[src/rtl/mxbiu_prefetch.sv]
// MX Bus instruction prefetcher: one outstanding read feeding a DEPTH-entry queue.
// Define MXBIU_PREFETCH_OCC_EN to expose the queue entry count on port occupancy.
module mxbiu_prefetch #(
  parameter int ADDR_WIDTH = 8,
  parameter int DATA_WIDTH = 8,
  parameter int DEPTH      = 4
) (
  input  logic                    clk,
  input  logic                    rst,
  output logic                    m0_rd_txn_start,
  output logic [ADDR_WIDTH-1:0]   m0_rd_addr,
  input  logic [DATA_WIDTH-1:0]   m0_rd_data,
  input  logic                    m0_rd_ready,
  input  logic                    m0_rd_txn_ack,
  input  logic                    m0_rd_txn_cpl,
  input  logic                    fetch_en,
  input  logic                    redirect,
  input  logic [ADDR_WIDTH-1:0]   redirect_addr,
  output logic [DATA_WIDTH-1:0]   insr,
  output logic [ADDR_WIDTH-1:0]   insp,
  output logic                    valid,
`ifdef MXBIU_PREFETCH_OCC_EN
  output logic [$clog2(DEPTH):0]  occupancy,
`endif
  input  logic                    pop
);

  localparam int PW = $clog2(DEPTH);
  localparam int CW = PW + 1;
  localparam logic [CW-1:0] FULL = CW'(DEPTH);

  typedef enum logic [1:0] {IDLE, START, WAIT} state_t;

  state_t                r_state, w_state_nxt;
  logic [ADDR_WIDTH-1:0] r_fp;
  logic [ADDR_WIDTH-1:0] r_addr;
  logic [DATA_WIDTH-1:0] r_qdata [DEPTH];
  logic [ADDR_WIDTH-1:0] r_qaddr [DEPTH];
  logic [PW-1:0]         r_wptr, r_rptr;
  logic [CW-1:0]         r_count;
  logic                  r_discard;
  logic                  w_issue, w_cpl, w_push, w_pop;

  // Issue only from IDLE, so the single in-flight slot is always backed by a free entry.
  always_comb begin
    w_state_nxt = r_state;
    w_issue     = 1'b0;
    w_cpl       = 1'b0;
    case (r_state)
      IDLE: begin
        if (fetch_en && m0_rd_ready && !redirect && (r_count < FULL)) begin
          w_issue     = 1'b1;
          w_state_nxt = START;
        end
      end
      START: begin
        if (m0_rd_txn_ack) begin
          if (m0_rd_txn_cpl) begin
            w_cpl       = 1'b1;
            w_state_nxt = IDLE;
          end else begin
            w_state_nxt = WAIT;
          end
        end
      end
      WAIT: begin
        if (m0_rd_txn_cpl) begin
          w_cpl       = 1'b1;
          w_state_nxt = IDLE;
        end
      end
      default: w_state_nxt = IDLE;
    endcase
  end

  assign w_push = w_cpl && !r_discard && !redirect;
  assign w_pop  = pop && valid && !redirect;

  always_ff @(posedge clk) begin
    if (rst) r_state <= IDLE;
    else     r_state <= w_state_nxt;
  end

  always_ff @(posedge clk) begin
    if (rst) begin
      r_fp      <= '0;
      r_addr    <= '0;
      r_wptr    <= '0;
      r_rptr    <= '0;
      r_count   <= '0;
      r_discard <= 1'b0;
      for (int unsigned i = 0; i < DEPTH; i++) begin
        r_qdata[i] <= '0;
        r_qaddr[i] <= '0;
      end
    end else begin
      if (w_issue) r_addr <= r_fp;
      if (redirect) begin
        r_fp      <= redirect_addr;
        r_wptr    <= '0;
        r_rptr    <= '0;
        r_count   <= '0;
        // A transaction finishing this very cycle is already dropped; only a still-pending one needs the flag.
        r_discard <= (r_state != IDLE) && !w_cpl;
      end else begin
        if (w_cpl) r_discard <= 1'b0;
        if (w_push) begin
          r_qdata[r_wptr] <= m0_rd_data;
          r_qaddr[r_wptr] <= r_addr;
          r_wptr          <= r_wptr + 1'b1;
          r_fp            <= r_fp + 1'b1;
        end
        if (w_pop) r_rptr <= r_rptr + 1'b1;
        case ({w_push, w_pop})
          2'b10:   r_count <= r_count + 1'b1;
          2'b01:   r_count <= r_count - 1'b1;
          default: r_count <= r_count;
        endcase
      end
    end
  end

  assign m0_rd_txn_start = (r_state == START);
  assign m0_rd_addr      = r_addr;
  assign valid           = (r_count != '0);
  assign insr            = r_qdata[r_rptr];
  assign insp            = r_qaddr[r_rptr];
`ifdef MXBIU_PREFETCH_OCC_EN
  assign occupancy       = r_count;
`endif

endmodule
[config.mk]
export PLATFORM = sky130hd
export DESIGN_NAME = mxbiu_prefetch
export DESIGN_NICKNAME = d
export VERILOG_FILES = /design/src/rtl/mxbiu_prefetch.sv
export SDC_FILE = /design/constraint.sdc
export NUM_CORES = 1
export LEC_CHECK = 0
export CAP_MARGIN = 40
export CORE_MARGIN = 2
export CORE_UTILIZATION = 42
export DETAILED_ROUTE_END_ITERATION = 8
export PLACE_DENSITY = 0.6
export SETUP_SLACK_MARGIN = 0.4
export SYNTH_ARGS = -nofsm -noshare
export SYNTH_HDL_FRONTEND = slang
export SYNTH_SLANG_ARGS = --single-unit
export TNS_END_PERCENT = 100
[constraint.sdc]
create_clock -name clk -period 6.2 [get_ports clk]
set_input_delay 1.24 -clock clk [delete_from_list [all_inputs] [get_ports clk]]
set_output_delay 1.24 -clock clk [all_outputs]
set_load 0.05 [all_outputs]
==> results.toml, run 1 <==
[place]
portBuffers = 49
place_hpwl_um = 5161
dpl_cell_area_mm2 = 0.004751
routabilityCongestion = 0.8385

[global_routing]
first_global_vias = 2548
grt_pass1_wl_um = 13190
grt.total_usage_pct = 16.74
antenna_found_initial = 0
grt_max_degree = 34
grt-ovfl-total = 0

[clocking]
cts_resized = 0
cts.htree.levels = 3
holdBufCountCts = 0
clockBufferDepth = 2
cts.sinks = 92
tritoncts = "built"
cts_buffers = 9
clk_latency_ns = 0.35
cts_setup_buffers = 0
clk_pin_slew_worst_paths_ns = 0.09
cts_root_buffer = "clkbuf_8"

[synthesis]
yosys_warnings = 0
ys_async_sr_fraction_pct = 0
synth_simple_gate_area_share_pct = 17.30
syn-num-nets = 352
ys_top_cells_by_count = "edfxtp_1 (64), and2_1 (46), dfxtp_1 (28), a21oi_1 (18), inv_1 (18)"
syn_inst = 322
yosys.area_share.xor_xnor_pct = 2.532
ys_seq_area_share_pct = 59.80
muxShareOfSynthArea_pct = 8.921
syn-cell-area_mm2 = 0.004151
yosysTopAreaCell = "edfxtp_1"
yosysTopAreaCellShare_pct = 46.29
avgSynthCellArea_um2 = 12.89
post-synth-top-count-cell = "edfxtp_1"
synth_compound_area_share_pct = 5.726
yosys.area_share.adder_pct = 1.989
ys.flop_type = "edfxtp_1"
ys_ff_latch = 92
synth-edff-count = 64
synth_top_family_by_area = "simple AND/OR/NAND/NOR gates"
ys_types = 44
synth_area_leaders = "edfxtp_1 (46%), dfxtp_1 (14%), mux4_2 (8.7%), and2_1 (6.9%), and3_1 (2.3%)"

[worst_setup_path]
critPathCaptureType = "output port"
r2r-start = "r_state[1]"
start_kind = "flop"
cp.arrival_ns = 2.38
reg2regPathDepth = 12
required_ns = 4.96
r2r_setup_slack_ns = 3.41
r2r-end = "r_count[2]"
cp-endpoint = "insp[5]"
cp_max_fo = 16
crit_type = "flop to output port"

[timing]
fin_skew_ns = 0.01370
rsz0062_at_grt = "no"
worst_slew_pin_slew_ns = 0.8437
slew_headroom_pct = 43.76
finalSetupTns_ns = 0
maxSlewViolCount = 0
hold_viol = 0
setup_viol = 0
timing.final.crit_share_pct = 58.34
max_freq_mhz = 276.5
layout_min_cycle_time_ns = 3.617

[floorplanning]
start_util_pct = 42.87
num_io_pins = 50
rows = 36
chipWidth_um = 103.4
die_y_um = 103.4
core_mm2 = 0.009684
die-area_mm2 = 0.01070

[routing]
drc = 0
drt_pre_antenna_iters = 4
wl_per_cell_um = 16.38
ant_nets = 0
routed_wl_um = 8286
post_drt_via_cell_ratio = 5.004
drt_iter0_markers = 77
vias = 2532

[power]
ir_drop_uv = 140.6
p_per_area_mw_per_mm2 = 251.8
total_power_w = 0.001258
total_leakage_power_nw = 1.836

[worst_hold_path]
hp-class = "flop to flop"

[layout]
n_antenna_cell = 0
final_area_mm2 = 0.004995
drive_gt1_share_pct = 11.53
area_delta_synth_final_pct = 20.31
fin_nets = 398

[run_status]
status = "complete, no violations"

[flow_run]
drv_cap = 0
==> cell families after synthesis <==
group                      Yosys count
and+or+nand+nor                    122
DFF                                 92
AOI/OAI and AO/OA                   37
buffers and inverters               36
muxes                               17
xor gates and xnor gates            12
adders and majority gates            6
==> worst max-delay path: stages (launching register included) <==
cell and delay (ns):
dfxtp_1 0.85, mux4_2 0.36, clkdlybuf4s50_1 0.81
==> registers in the layout (all words and copies together) (netlist names), named ones only <==
register    flops
r_discard       1
r_qaddr        32
r_count         3
r_qdata        32
r_wptr          2
r_state         2
m0_rd_addr      8
r_rptr          2
r_fp            8
==> where the power goes <==
group | leakage (nW) | switching (W) | internal (W)
combinational | 0.825 | 0.0000503 | 0.0000365
clock | 0.122 | 0.000217 | 0.000270
sequential | 0.889 | 0.0000105 | 0.000673
total | 1.84 | 0.000277 | 0.000980
==> worst min path at each step <==
stage             from            end  slack, ns  cells past startpoint
4_1_cts        r_fp[7]  m0_rd_addr[7]       0.49                      2
2_1_floorplan  r_fp[7]  m0_rd_addr[7]       0.46                      2
6_report       r_fp[7]  m0_rd_addr[7]       0.49                      2
3_5_place_dp   r_fp[7]  m0_rd_addr[7]       0.48                      2
5_1_grt        r_fp[7]  m0_rd_addr[7]       0.51                      2
3_3_place_gp   r_fp[7]  m0_rd_addr[7]       0.48                      2
==> per-layer routing <==
layer  up-vias  GRT usage, %  part of all wire, %
met1      1226         22.11                   46
met2        47         27.94                   50
met5         -             0                    0
li1       1257             -                    -
met4         0         5.162                 0.47
met3         2         3.427                  3.2
==> per-stage QoR <==
stage          instances  utilization, %  hold WS (ns)  setup slack (ns)
6_report             506           51.58        0.4873             2.583
5_1_grt              506           51.58        0.5149             2.421
4_1_cts              506           51.58        0.4927             2.474
3_5_place_dp         490           49.06        0.4834             2.344
3_3_place_gp         490           49.06        0.4822             2.357
2_1_floorplan        322               -        0.4553             3.052
==> area by class of cell <==
| type | count | area [um^2] |
|---|---|---|
| clock buffer | 9 | 123.9 |
| clock inverter | 7 | 120.1 |
| fill | 828 | 4690 |
| inverter | 18 | 67.56 |
| multi-input combinational | 194 | 1514 |
| sequential | 92 | 2482 |
| tap | 133 | 166.4 |
| timing repair buffer | 53 | 520.5 |
==> cell usage in the layout, fill, tap and decap left out, types with 2 or more instances in the layout <==
cell type and instances:
and3_4 2, ha_1 5, nand2b_1 2, and3_1 15, nor2_1 12, clkdlybuf4s50_1 49, nor4_1 2, dfxtp_1 28
clkbuf_8 9, a31o_2 3, nand3_1 8, nand2_1 15, mux4_2 16, xor2_1 8, o21a_1 7, and2_1 46
inv_1 18, nor3_1 6, or3_1 3, inv_6 2, bufinv_16 3, xnor2_1 4, nand4_1 2, buf_4 4
edfxtp_1 64, a21oi_1 18
(Power assumes the default switching activity.)
==> inputs of run 2 (changes only) <==
--- a/config.mk
+++ b/config.mk
@@ -9,7 +9,7 @@
 export CORE_MARGIN = 2
 export CORE_UTILIZATION = 42
 export DETAILED_ROUTE_END_ITERATION = 8
-export PLACE_DENSITY = 0.6
+export PLACE_DENSITY = 0.62
 export SETUP_SLACK_MARGIN = 0.4
 export SYNTH_ARGS = -nofsm -noshare
 export SYNTH_HDL_FRONTEND = slang
==> constraint.sdc (replaced) <==
create_clock -name clk -period 2.9 [get_ports clk]
set_input_delay 0.58 -clock clk [delete_from_list [all_inputs] [get_ports clk]]
set_output_delay 0.58 -clock clk [all_outputs]
set_load 0.05 [all_outputs]
==> run 2 against run 1 <==
Compared with the run above: via count rose by 3.3%; clock skew rose by 0.0023 ns; total power rose by 93%; count of clock-buffer cells in the layout rose by 1; critical path type unchanged; largest cell class unchanged.
==> results.toml, run 2 (synthesized netlist as in run 1, its figures left out) <==
[clocking]
cts.htree.levels = 3
cts_root_buffer = "clkbuf_8"
clockBufferDepth = 2
clk_pin_slew_worst_paths_ns = 0.10
cts_buffers = 9
tritoncts = "built"
cts.sinks = 92
clk_latency_ns = 0.35

[routing]
wl_per_cell_um = 15.96
drt_iter0_markers = 70
ant_nets = 0
routed_wl_um = 8330
routed-wl-met3_um = 298
wl_met2_um = 4265
vias = 2615
wl_met1_um = 3648
top_layer_used = "met4"
post_drt_via_cell_ratio = 5.010
drc = 0
drt_pre_antenna_iters = 4

[layout]
n_antenna_cell = 0
fillers = 869
final_area_mm2 = 0.005149
final_common_cell = "edfxtp_1"
drive_gt1_share_pct = 23.14
largestRegisters = "r_qaddr (32), r_qdata (32)"
fin_nets = 414
area_delta_synth_final_pct = 24.02
instances_no_fill = 522
layout_common_cells = "edfxtp_1 (64), and2_1 (46), buf_4 (32), clkdlybuf4s50_1 (31), dfxtp_1 (26)"

[timing]
fin_skew_ns = 0.01597
max_freq_mhz = 412.7
worst_slew_pin_slew_ns = 0.6032
setup_viol = 0
timing.final.ws_setup_ns = 0.4769
rsz0062_at_grt = "no"
layout_min_cycle_time_ns = 2.423
maxSlewViolCount = 0
hold_viol = 0
finalSetupTns_ns = 0
timing.final.crit_share_pct = 83.55
slew_headroom_pct = 59.64

[worst_setup_path]
r2r_setup_slack_ns = 0.49
slowest_delay_ns = 0.72
start_kind = "flop"
crit_type = "flop to output port"
cp.arrival_ns = 1.84
r2r-end = "r_count[2]"
critPathCaptureType = "output port"
critPathSlowestCell = "clkdlybuf4s50_1"
path_delay_family = "buffers and inverters"
path_cells = "or3_1 > clkdlybuf4s50_1"
cp_max_fo = 4
crit_buf_inv = 1
reg2regPathDepth = 12
required_ns = 2.32
r2r-start = "r_state[0]"

[place]
portBuffers = 49
dpl_cell_area_mm2 = 0.004886
routabilityCongestion = 0.8238
place_inst = 504
place_ws_ns = 0.07740
place_hpwl_um = 5487

[worst_hold_path]
hold_start = "r_fp[7]"
whs_path_depth = 2
hp-class = "flop to flop"
hold_end = "m0_rd_addr[7]"

[global_routing]
grt-ovfl-total = 0
first_global_vias = 2701
antenna_found_initial = 0
grt_max_degree = 24
grt_pass1_wl_um = 13430
grt.total_usage_pct = 16.74

[floorplanning]
chipWidth_um = 103.4
num_io_pins = 50
die-area_mm2 = 0.01070
rows = 36
die_y_um = 103.4
core_mm2 = 0.009684
start_util_pct = 42.87

[run_status]
status = "complete, no violations"

[power]
total_leakage_power_nw = 1.936
p_per_area_mw_per_mm2 = 471.4
ir_drop_uv = 220.5

[flow_run]
drv_cap = 0
==> run 2: area by class of cell <==
class	count	area, um^2	share of cell area, %
tap	133	166.4	3.232
sequential	92	2487	48.31
clock buffer	10	127.6	2.479
multi-input combinational	194	1600	31.08
clock inverter	6	41.29	0.8019
inverter	18	70.07	1.361
timing repair buffer	69	655.6	12.73
==> run 2: timing repair <==
item                                    4_1_cts  5_1_grt
hold buffers                                  0        0
buffers inserted                              0        2
resized for setup                             0       22
endpoints found under the setup margin        0        2
==> run 2: worst min-delay path, stage by stage (launching register included) <==
cell	delay (ns)
dfxtp_1	0.33
nand3_1	0.06
a21oi_1	0.05
==> run 2: per-layer routing <==
metal,up-vias,GRT usage [%]
li1,1284,-
met1,1264,20.90
met2,55,29.18
met3,12,3.293
met4,0,5.567
met5,-,0
==> run 2: worst max-delay path by stage <==
stage | startpoint | end | cells past startpoint
global placement | m0_rd_txn_ack | r_count[2] | 11
detailed placement | m0_rd_txn_ack | r_count[2] | 11
global route | r_state[0] | r_count[2] | 12
finish | r_count[2] | valid | 2
CTS | r_state[0] | r_count[2] | 12
floorplan | r_state[0] | r_count[2] | 12
==> run 2: metrics by stage <==
stage          util (%)  power [W]  hold slack, ns
3_3_place_gp      50.45   0.001694          0.4677
4_1_cts           52.20   0.002447          0.4975
2_1_floorplan         -   0.001599          0.4553
5_1_grt           53.17   0.002528          0.5150
3_5_place_dp      50.45   0.001698          0.4768
6_report          53.17   0.002427          0.4964
==> run 2: report_power, final <==
group / switching, W / leakage, nW / internal, W
logic: 0.000114 / 0.970 / 0.0000938
registers: 0.0000236 / 0.890 / 0.00144
clock network: 0.000448 / 0.0761 / 0.000310
